<file path="config.mk">
export PLATFORM = sky130hd
export DESIGN_NAME = regfile_sb
export DESIGN_NICKNAME = d
export VERILOG_FILES = /design/src/rtl/regfile_sb.sv
export SDC_FILE = /design/constraint.sdc
export NUM_CORES = 2
export LEC_CHECK = 0
export CAP_MARGIN = 20
export CORE_ASPECT_RATIO = 0.5
export CORE_MARGIN = 2
export CORE_UTILIZATION = 50
export CTS_BUF_LIST = sky130_fd_sc_hd__clkbuf_4 sky130_fd_sc_hd__clkbuf_8
export DETAILED_ROUTE_END_ITERATION = 16
export PLACE_DENSITY_LB_ADDON = 0.3
export SLEW_MARGIN = 20
export SYNTH_ARGS = -nofsm -noshare
export SYNTH_HDL_FRONTEND = slang
export SYNTH_SLANG_ARGS = --single-unit
</file>
<file path="constraint.sdc">
create_clock -name clock -period 2.7 [get_ports clock]
set_input_delay 0.405 -clock clock [delete_from_list [all_inputs] [get_ports clock]]
set_output_delay 0.405 -clock clock [all_outputs]
set_load 0.1 [all_outputs]
</file>
<file path="src/rtl/regfile_sb.sv">
// regfile_sb -- register file with a per-register pending scoreboard and a
// sequential sweep-clear engine.
//
// Purpose:
//   DEPTH x DATA_WIDTH register file (DEPTH = 2**ADDR_WIDTH), one write port,
//   two combinational read ports. Each entry carries a pending bit: decode sets
//   it at issue, writeback clears it. Entry 0 is constant zero, never pending,
//   and has no storage. ctrl_clear starts a sweep that zeroes entries 1..DEPTH-1,
//   one per clock; writes, issues and further clears are dropped while it runs.
//
// Ports:
//   clock             in   posedge clock
//   ctrl_reset_n      in   asynchronous active-low reset
//   ctrl_writeEnable  in   write strobe
//   ctrl_writeReg     in   write address (ADDR_WIDTH)
//   data_writeReg     in   write data (DATA_WIDTH)
//   ctrl_readRegA/B   in   read addresses (ADDR_WIDTH)
//   data_readRegA/B   out  read data (DATA_WIDTH)
//   ctrl_issueEnable  in   mark ctrl_issueReg pending
//   ctrl_issueReg     in   destination address to mark pending (ADDR_WIDTH)
//   pend_readRegA/B   out  pending flag of the addressed register
//   ctrl_clear        in   start a sweep clear
//   clear_busy        out  sweep clear in progress
//
// Configuration:
//   REGFILE_BYPASS_EN  when defined, an accepted same-cycle write is forwarded
//                      to a matching read port (data and pending flag).

module regfile_sb #(
    parameter int DATA_WIDTH = 32,
    parameter int ADDR_WIDTH = 5
) (
    input  logic                  clock,
    input  logic                  ctrl_reset_n,
    input  logic                  ctrl_writeEnable,
    input  logic [ADDR_WIDTH-1:0] ctrl_writeReg,
    input  logic [DATA_WIDTH-1:0] data_writeReg,
    input  logic [ADDR_WIDTH-1:0] ctrl_readRegA,
    input  logic [ADDR_WIDTH-1:0] ctrl_readRegB,
    output logic [DATA_WIDTH-1:0] data_readRegA,
    output logic [DATA_WIDTH-1:0] data_readRegB,
    input  logic                  ctrl_issueEnable,
    input  logic [ADDR_WIDTH-1:0] ctrl_issueReg,
    output logic                  pend_readRegA,
    output logic                  pend_readRegB,
    input  logic                  ctrl_clear,
    output logic                  clear_busy
);

    localparam int DEPTH = 1 << ADDR_WIDTH;
    localparam logic [ADDR_WIDTH-1:0] LAST = ADDR_WIDTH'(DEPTH - 1);

    typedef enum logic {
        S_IDLE,
        S_CLEAR
    } state_e;

    state_e                state_q, state_d;
    logic [ADDR_WIDTH-1:0] cnt_q, cnt_d;

    logic idle;
    logic wr_ok;
    logic iss_ok;

    assign idle   = (state_q == S_IDLE);
    assign wr_ok  = ctrl_writeEnable && idle && (ctrl_writeReg != '0);
    assign iss_ok = ctrl_issueEnable && idle && (ctrl_issueReg != '0);

    // ---------------- sweep FSM ----------------
    always_ff @(posedge clock or negedge ctrl_reset_n) begin
        if (!ctrl_reset_n) begin
            state_q <= S_IDLE;
            cnt_q   <= '0;
        end else begin
            state_q <= state_d;
            cnt_q   <= cnt_d;
        end
    end

    always_comb begin
        state_d = state_q;
        cnt_d   = cnt_q;
        case (state_q)
            S_IDLE: begin
                if (ctrl_clear) begin
                    state_d = S_CLEAR;
                    cnt_d   = ADDR_WIDTH'(1);   // entry 0 has nothing to clear
                end
            end
            S_CLEAR: begin
                // Stop on the last entry so the counter never wraps to 0.
                if (cnt_q == LAST) begin
                    state_d = S_IDLE;
                    cnt_d   = '0;
                end else begin
                    cnt_d = cnt_q + ADDR_WIDTH'(1);
                end
            end
            default: begin
                state_d = S_IDLE;
                cnt_d   = '0;
            end
        endcase
    end

    assign clear_busy = (state_q == S_CLEAR);

    // ---------------- storage ----------------
    logic [DATA_WIDTH-1:0] rd_mem [DEPTH];
    logic [DEPTH-1:0]      rd_pend;

    assign rd_mem[0]  = '0;
    assign rd_pend[0] = 1'b0;

    for (genvar e = 1; e < DEPTH; e++) begin : g_ent
        logic [DATA_WIDTH-1:0] data_q, data_d;
        logic                  pend_q, pend_d;

        always_comb begin
            data_d = data_q;
            pend_d = pend_q;
            if (clear_busy && (cnt_q == ADDR_WIDTH'(e))) begin
                data_d = '0;
                pend_d = 1'b0;
            end else begin
                if (wr_ok && (ctrl_writeReg == ADDR_WIDTH'(e))) begin
                    data_d = data_writeReg;
                    pend_d = 1'b0;
                end
                // Applied after the write so a same-address issue wins.
                if (iss_ok && (ctrl_issueReg == ADDR_WIDTH'(e))) begin
                    pend_d = 1'b1;
                end
            end
        end

        always_ff @(posedge clock or negedge ctrl_reset_n) begin
            if (!ctrl_reset_n) begin
                data_q <= '0;
                pend_q <= 1'b0;
            end else begin
                data_q <= data_d;
                pend_q <= pend_d;
            end
        end

        assign rd_mem[e]  = data_q;
        assign rd_pend[e] = pend_q;
    end

    // ---------------- read ports ----------------
`ifdef REGFILE_BYPASS_EN
    logic byp_a, byp_b;

    // wr_ok already excludes address 0 and the sweep.
    assign byp_a = wr_ok && (ctrl_writeReg == ctrl_readRegA);
    assign byp_b = wr_ok && (ctrl_writeReg == ctrl_readRegB);

    assign data_readRegA = byp_a ? data_writeReg : rd_mem[ctrl_readRegA];
    assign data_readRegB = byp_b ? data_writeReg : rd_mem[ctrl_readRegB];
    assign pend_readRegA = byp_a ? (iss_ok && (ctrl_issueReg == ctrl_readRegA))
                                 : rd_pend[ctrl_readRegA];
    assign pend_readRegB = byp_b ? (iss_ok && (ctrl_issueReg == ctrl_readRegB))
                                 : rd_pend[ctrl_readRegB];
`else
    assign data_readRegA = rd_mem[ctrl_readRegA];
    assign data_readRegB = rd_mem[ctrl_readRegB];
    assign pend_readRegA = rd_pend[ctrl_readRegA];
    assign pend_readRegB = rd_pend[ctrl_readRegB];
`endif

endmodule

</file>
# Yosys cells after proc, flatten, opt, wreduce, memory -nomap -nowiden
# Cells that the tools add are included.
[op_classes] order_cmp=4 mux=171 eq_ne=94 n_reduce_logical=161 bitwise=3 addsub=1
[op_table] operator="two-way mux 32 bit" n=66
[op_table] operator="binary-select mux 32 bit (select 5 bit)" n=2
[op_table] operator="== test 5 bit, second input constant" n=48
[op_table] operator="== test 5 x 4 -> 1 bit, second input constant" n=24
[op_table] operator="logical AND 1 bit" n=97
[op_table] operator="two-way mux 1 bit" n=97
[op_table] operator="nonzero test 3 bit" n=31
[op_table] operator="nonzero test 2 bit" n=31
[op_table] operator="== test 5 x 3 -> 1 bit, second input constant" n=12
[op_table] operator="== test 5 x 2 -> 1 bit, second input constant" n=6
[op_table] operator="== test 5 x 1 -> 1 bit, second input constant" n=3
[op_table] operator=">= comparator 6 bit, second input constant" n=2
[op_table] operator="< comparator 5 x 6 -> 1 bit, second input constant" n=2
[op_table] operator="NOT 5 -> 6 bit" n=2
[op_table] operator="binary-select mux 1 bit (select 5 bit)" n=2
[op_table] operator="two-way mux 5 bit" n=2
[op_table] operator="case mux 5 bit (2 select lines)" n=1
[op_table] operator="nonzero test 5 bit" n=2
[op_table] operator="adder 5 x 1 -> 5 bit, second input constant" n=1
[op_table] operator="!= test 2 bit, second input constant" n=1
[op_table] operator="case mux 1 bit (2 select lines)" n=1
[op_table] operator="NOT 1 bit" n=1
[totals] out_inout_bits=67 reg_bits=1029 wordCells=498

# Depth between registers and ports, before layout
[depth] depth_word=7 depth_mapped=8

# Worst setup path after synthesis
# Ideal clock, no wire load.
[synth_path] path_kind="in2out" startpoint="input port ctrl_readRegB[0]" endpoint="output port data_readRegB[10]" path_slack_ps=-1532 cell_stages=8 arrival_time_ps=3827 cell_sequence="buf_2 -> buf_2 -> buf_2 -> buf_2 -> buf_2 -> a22o_1 -> a211oi_1 -> o31ai_1"
[synth_between] elab_chain_cells=4
[synth_rtl] element="from (decl)" line="39" source="input logic [ADDR_WIDTH-1:0] ctrl_readRegB,"
[synth_rtl] element="NOT 5 -> 6 bit (implied by the code)" line="167" source="assign data_readRegB = rd_mem[ctrl_readRegB];"
[synth_rtl] element="binary-select mux 32 bit (select 5 bit)" line="167"
[synth_rtl] element="two-way mux 32 bit (implied by the code) (2 in series)" line="167"
[synth_rtl] element="to (decl)" line="41" source="output logic [DATA_WIDTH-1:0] data_readRegB,"
# No other way between the ends. The select of a mux whose other input is x is not followed.

# Worst setup path after layout
[layout_path] startpoint="register g_ent[29].data_q[22]" endpoint="output port data_readRegB[22]"
[layout_between] elab_chain_cells=3
[layout_rtl] element="from (decl)" line="116" source="logic [DATA_WIDTH-1:0] data_q, data_d;"
[layout_rtl] element="from (signal assigned)" line="142" source="data_q <= data_d;"
[layout_rtl] element="binary-select mux 32 bit (select 5 bit)" line="167"
[layout_rtl] element="two-way mux 32 bit (implied by the code) (2 in series)" line="167"
# No other way between the ends. The select of a mux whose other input is x is not followed.

==> impl_metrics.ini <==
[sta]
finalWorstSetupSlack_ps = -502
whs_ps = 190
relSlewSlack_pct = 43.4
fin_crit_ps = 3200
finalSetupTns_ps = -25050
skew_ps = 51.3
rsz0062_at_grt = yes
finalHoldViolCount = 0
slew_violations = 0
worstMarginPinSlew_ps = 850
finalSetupViolCount = 66
fmax_mhz = 312
period_share_pct = 119

[setup_path]
crit_start = g_ent[29].data_q[22]
cp_max_fo = 3
end_kind = output port
cp.required_ps = 2300
reg2reg_slack_ps = 310
arrival_ps = 2800
crit_family = compound AO/OA/AOI/OAI gates
worstReg2RegEnd = g_ent[24].data_q[23]
crit_buf_inv = 2
start_kind = register
critPathKind = register to output port
r2r-start = clear_busy
cp_cell_sequence = mux4_2, a22o_4, o21ai_4, buf_6, o31ai_4, buf_12
max_stage_delay_ps = 490
crit_path_end = data_readRegB[22]
slowest_stage = mux4_2
cp.depth = 6
reg2regPathDepth = 7

[cells_and_area]
drive_gt1_share_pct = 27.5
fill_cells = 8519
syn2layout_area_growth_pct = 23.5
fin_area_um2 = 69900
final_nets = 5850

[synth]
ys_seq_area_share_pct = 45.5
syn_area_per_cell_um2 = 10.2
yosysMostFrequentCell = nand2_1
yosysTopAreaCellShare_pct = 45.5
syn_nets = 5596
synth_xor_area_share_pct = 0.0309
yosysTopAreaCell = dfrtp_1
syn-cell-area_um2 = 56600
synth_top_family_by_area = multiplexers
synth_flop_cell = dfrtp_1
muxShareOfSynthArea_pct = 20.6
synth_edf_count = 0
synthArstFlopShare_pct = 100
synth_simple_gate_area_share_pct = 12.4
yosys.area_share.adder_pct = 0.133
netlist_top_cells_count = 1485 x nand2_1, 1029 x dfrtp_1, 736 x a21oi_1
yosys-top-cells-area = dfrtp_1 45%, mux4_2 16%, nand2_1 9.8%, a22o_1 7.0%, a21oi_1 6.5%
synth_compound_area_share_pct = 17.1
syn_inst = 5533
ys_ff_latch = 1029
synth_cell_type_count = 38
synth_warnings = 0

[power_and_ir_drop]
swShare_pct = 34.5
clockPowerShare_pct = 29.4
intPower_w = 0.0315
power_frac_comb_pct = 29.0
leakagePower_nw = 29.9
vdd_drop_max_uv = 611
p_sw_w = 0.0166
power_w = 0.0481
powerDensity_nw_per_um2 = 688
pwr-share-seq_pct = 41.7

[clock_network]
clk_pin_slew_ps = 70
clock_path_buffers = 3
cts_num_sinks = 1029
clkLatencyLatePin_ps = 930
cts_buffers = 156
h-tree-depth = 4
cts_tree = yes
root_buffer = clkbuf_8

[routing]
ant_nets = 0
dr.first_iter.drc_count = 8495
drc = 0
wirelength_um = 234000
viasPerCell = 6.94
detailroute.via_count = 51488
avgRoutedWirePerCell_um = 31.5
firstDrtPassIters = 8

[floorplan]
fp-row-count = 87
die_y_um = 242
die_x_um = 480
start_util_pct = 50.3
core_area_um2 = 112000
ios = 124
die_area_um2 = 116000

[grt]
grt_pass1_wl_um = 342000
top_usage_layer = met2
grtUsageMet2_pct = 55.1
grt.total_usage_pct = 40.1
grt_overflow = 0
grt_max_degree = 135
antenna_found_initial = 5
grt_util_met1_pct = 51.6
met3_usage_pct = 20.5
first_global_vias = 52197

[run_status]
violations = setup timing
status = finished, violations left

[run]
drv_cap = 0

[worst_hold_path]
hp-class = input port to asynchronous set/reset pin

[placed_design]
hpwlAfterDp_um = 145000
routabilityCongestion = 0.973
postPlaceCellArea_um2 = 65500
portBuffers = 123
[layout by cell type (no fill, tap or decap), types with 60 or more instances in the layout]
cell      synthesis  final
nand2_1        1485   1485
dfrtp_1        1029   1029
a21oi_1         736    736
a22o_1          453    413
mux4_2          396    396
buf_4             1    370
buf_12            0    219
mux2i_1         200    200
clkbuf_8          0    195
and2_1           74     74
o22ai_1          67     67
o31ai_4           0     66
mux2_2           65     65
a211oi_1         66     60
[layer usage]
layer,wire (µm),share of wire (%)
met1,81100,35
met2,96300,41
met3,42200,18
met4,13600,5.8
met5,234,0.10
[per-stage QoR]
step                instances  setup WS, ps  util, %
floorplan                5533          7.13        -
global placement         7115          -817     58.1
detailed placement       7119          -798     58.2
CTS                      7397          -490     61.7
global route             7415          -534     62.2
finish                   7416          -502     62.2
[what timing repair did]
action                     CTS  global route
hold endpoints to repair   695             0
setup buffers               10            17
hold buffers                 2             0
resized for setup          179            67
setup endpoints to repair   66            66
pin swaps                  128            39
[layout make-up]
| type | instances | area, µm² | area share [%] |
|---|---|---|---|
| Inverter | 6 | 22.5 | 0.0322 |
| Clock buffer | 245 | 3060 | 4.38 |
| Sequential cell | 1029 | 25700 | 36.8 |
| Antenna cell | 3 | 7.51 | 0.0107 |
| Tap cell | 1513 | 1890 | 2.71 |
| Multi-Input combinational cell | 3903 | 30600 | 43.8 |
| Clock inverter | 26 | 228 | 0.326 |
| Timing Repair Buffer | 691 | 8350 | 11.9 |
[registers in the layout, summed over array words and instances, names as in the netlist]
register / cells
g_ent.data_q: 992
g_ent.pend_q: 31
cnt_q: 5
clear_busy: 1
[tightest hold or removal path, delay by kind of cell]
kind	cells	cell delay [ps]
buffers and inverters	3	1050
[power by group through the flow]
| stage | logic (W) | registers (W) | clock network, W |
|---|---|---|---|
| after floorplan | 0.00828 | 0.0195 | 0 |
| after global placement | 0.0128 | 0.0200 | 0 |
| after detailed placement | 0.0131 | 0.0202 | 0 |
| after CTS | 0.0134 | 0.0199 | 0.0141 |
| after global routing | 0.0145 | 0.0203 | 0.0148 |
| final | 0.0139 | 0.0200 | 0.0141 |
[cells by family after synthesis]
logic type / Yosys count
xor gates and xnor gates: 2
DFF: 1029
buffers and inverters: 601
adders and majority gates: 6
and+or+nand+nor: 1744
AOI/OAI and AO/OA: 1490
muxes: 661
[how the worst min path moves through the flow]
stage | cells past startpoint | to | from | slack [ps]
2_1_floorplan | 0 | clear_busy | ctrl_reset_n | 110
3_3_place_gp | 1 | g_ent[21].data_q[23] | ctrl_reset_n | 300
3_5_place_dp | 1 | g_ent[20].data_q[23] | ctrl_reset_n | 300
4_1_cts | 3 | g_ent[15].data_q[27] | ctrl_reset_n | 140
5_1_grt | 3 | g_ent[15].data_q[28] | ctrl_reset_n | 190
6_report | 3 | g_ent[15].data_q[28] | ctrl_reset_n | 190
Note: power is estimated with default switching activity, not from simulation.
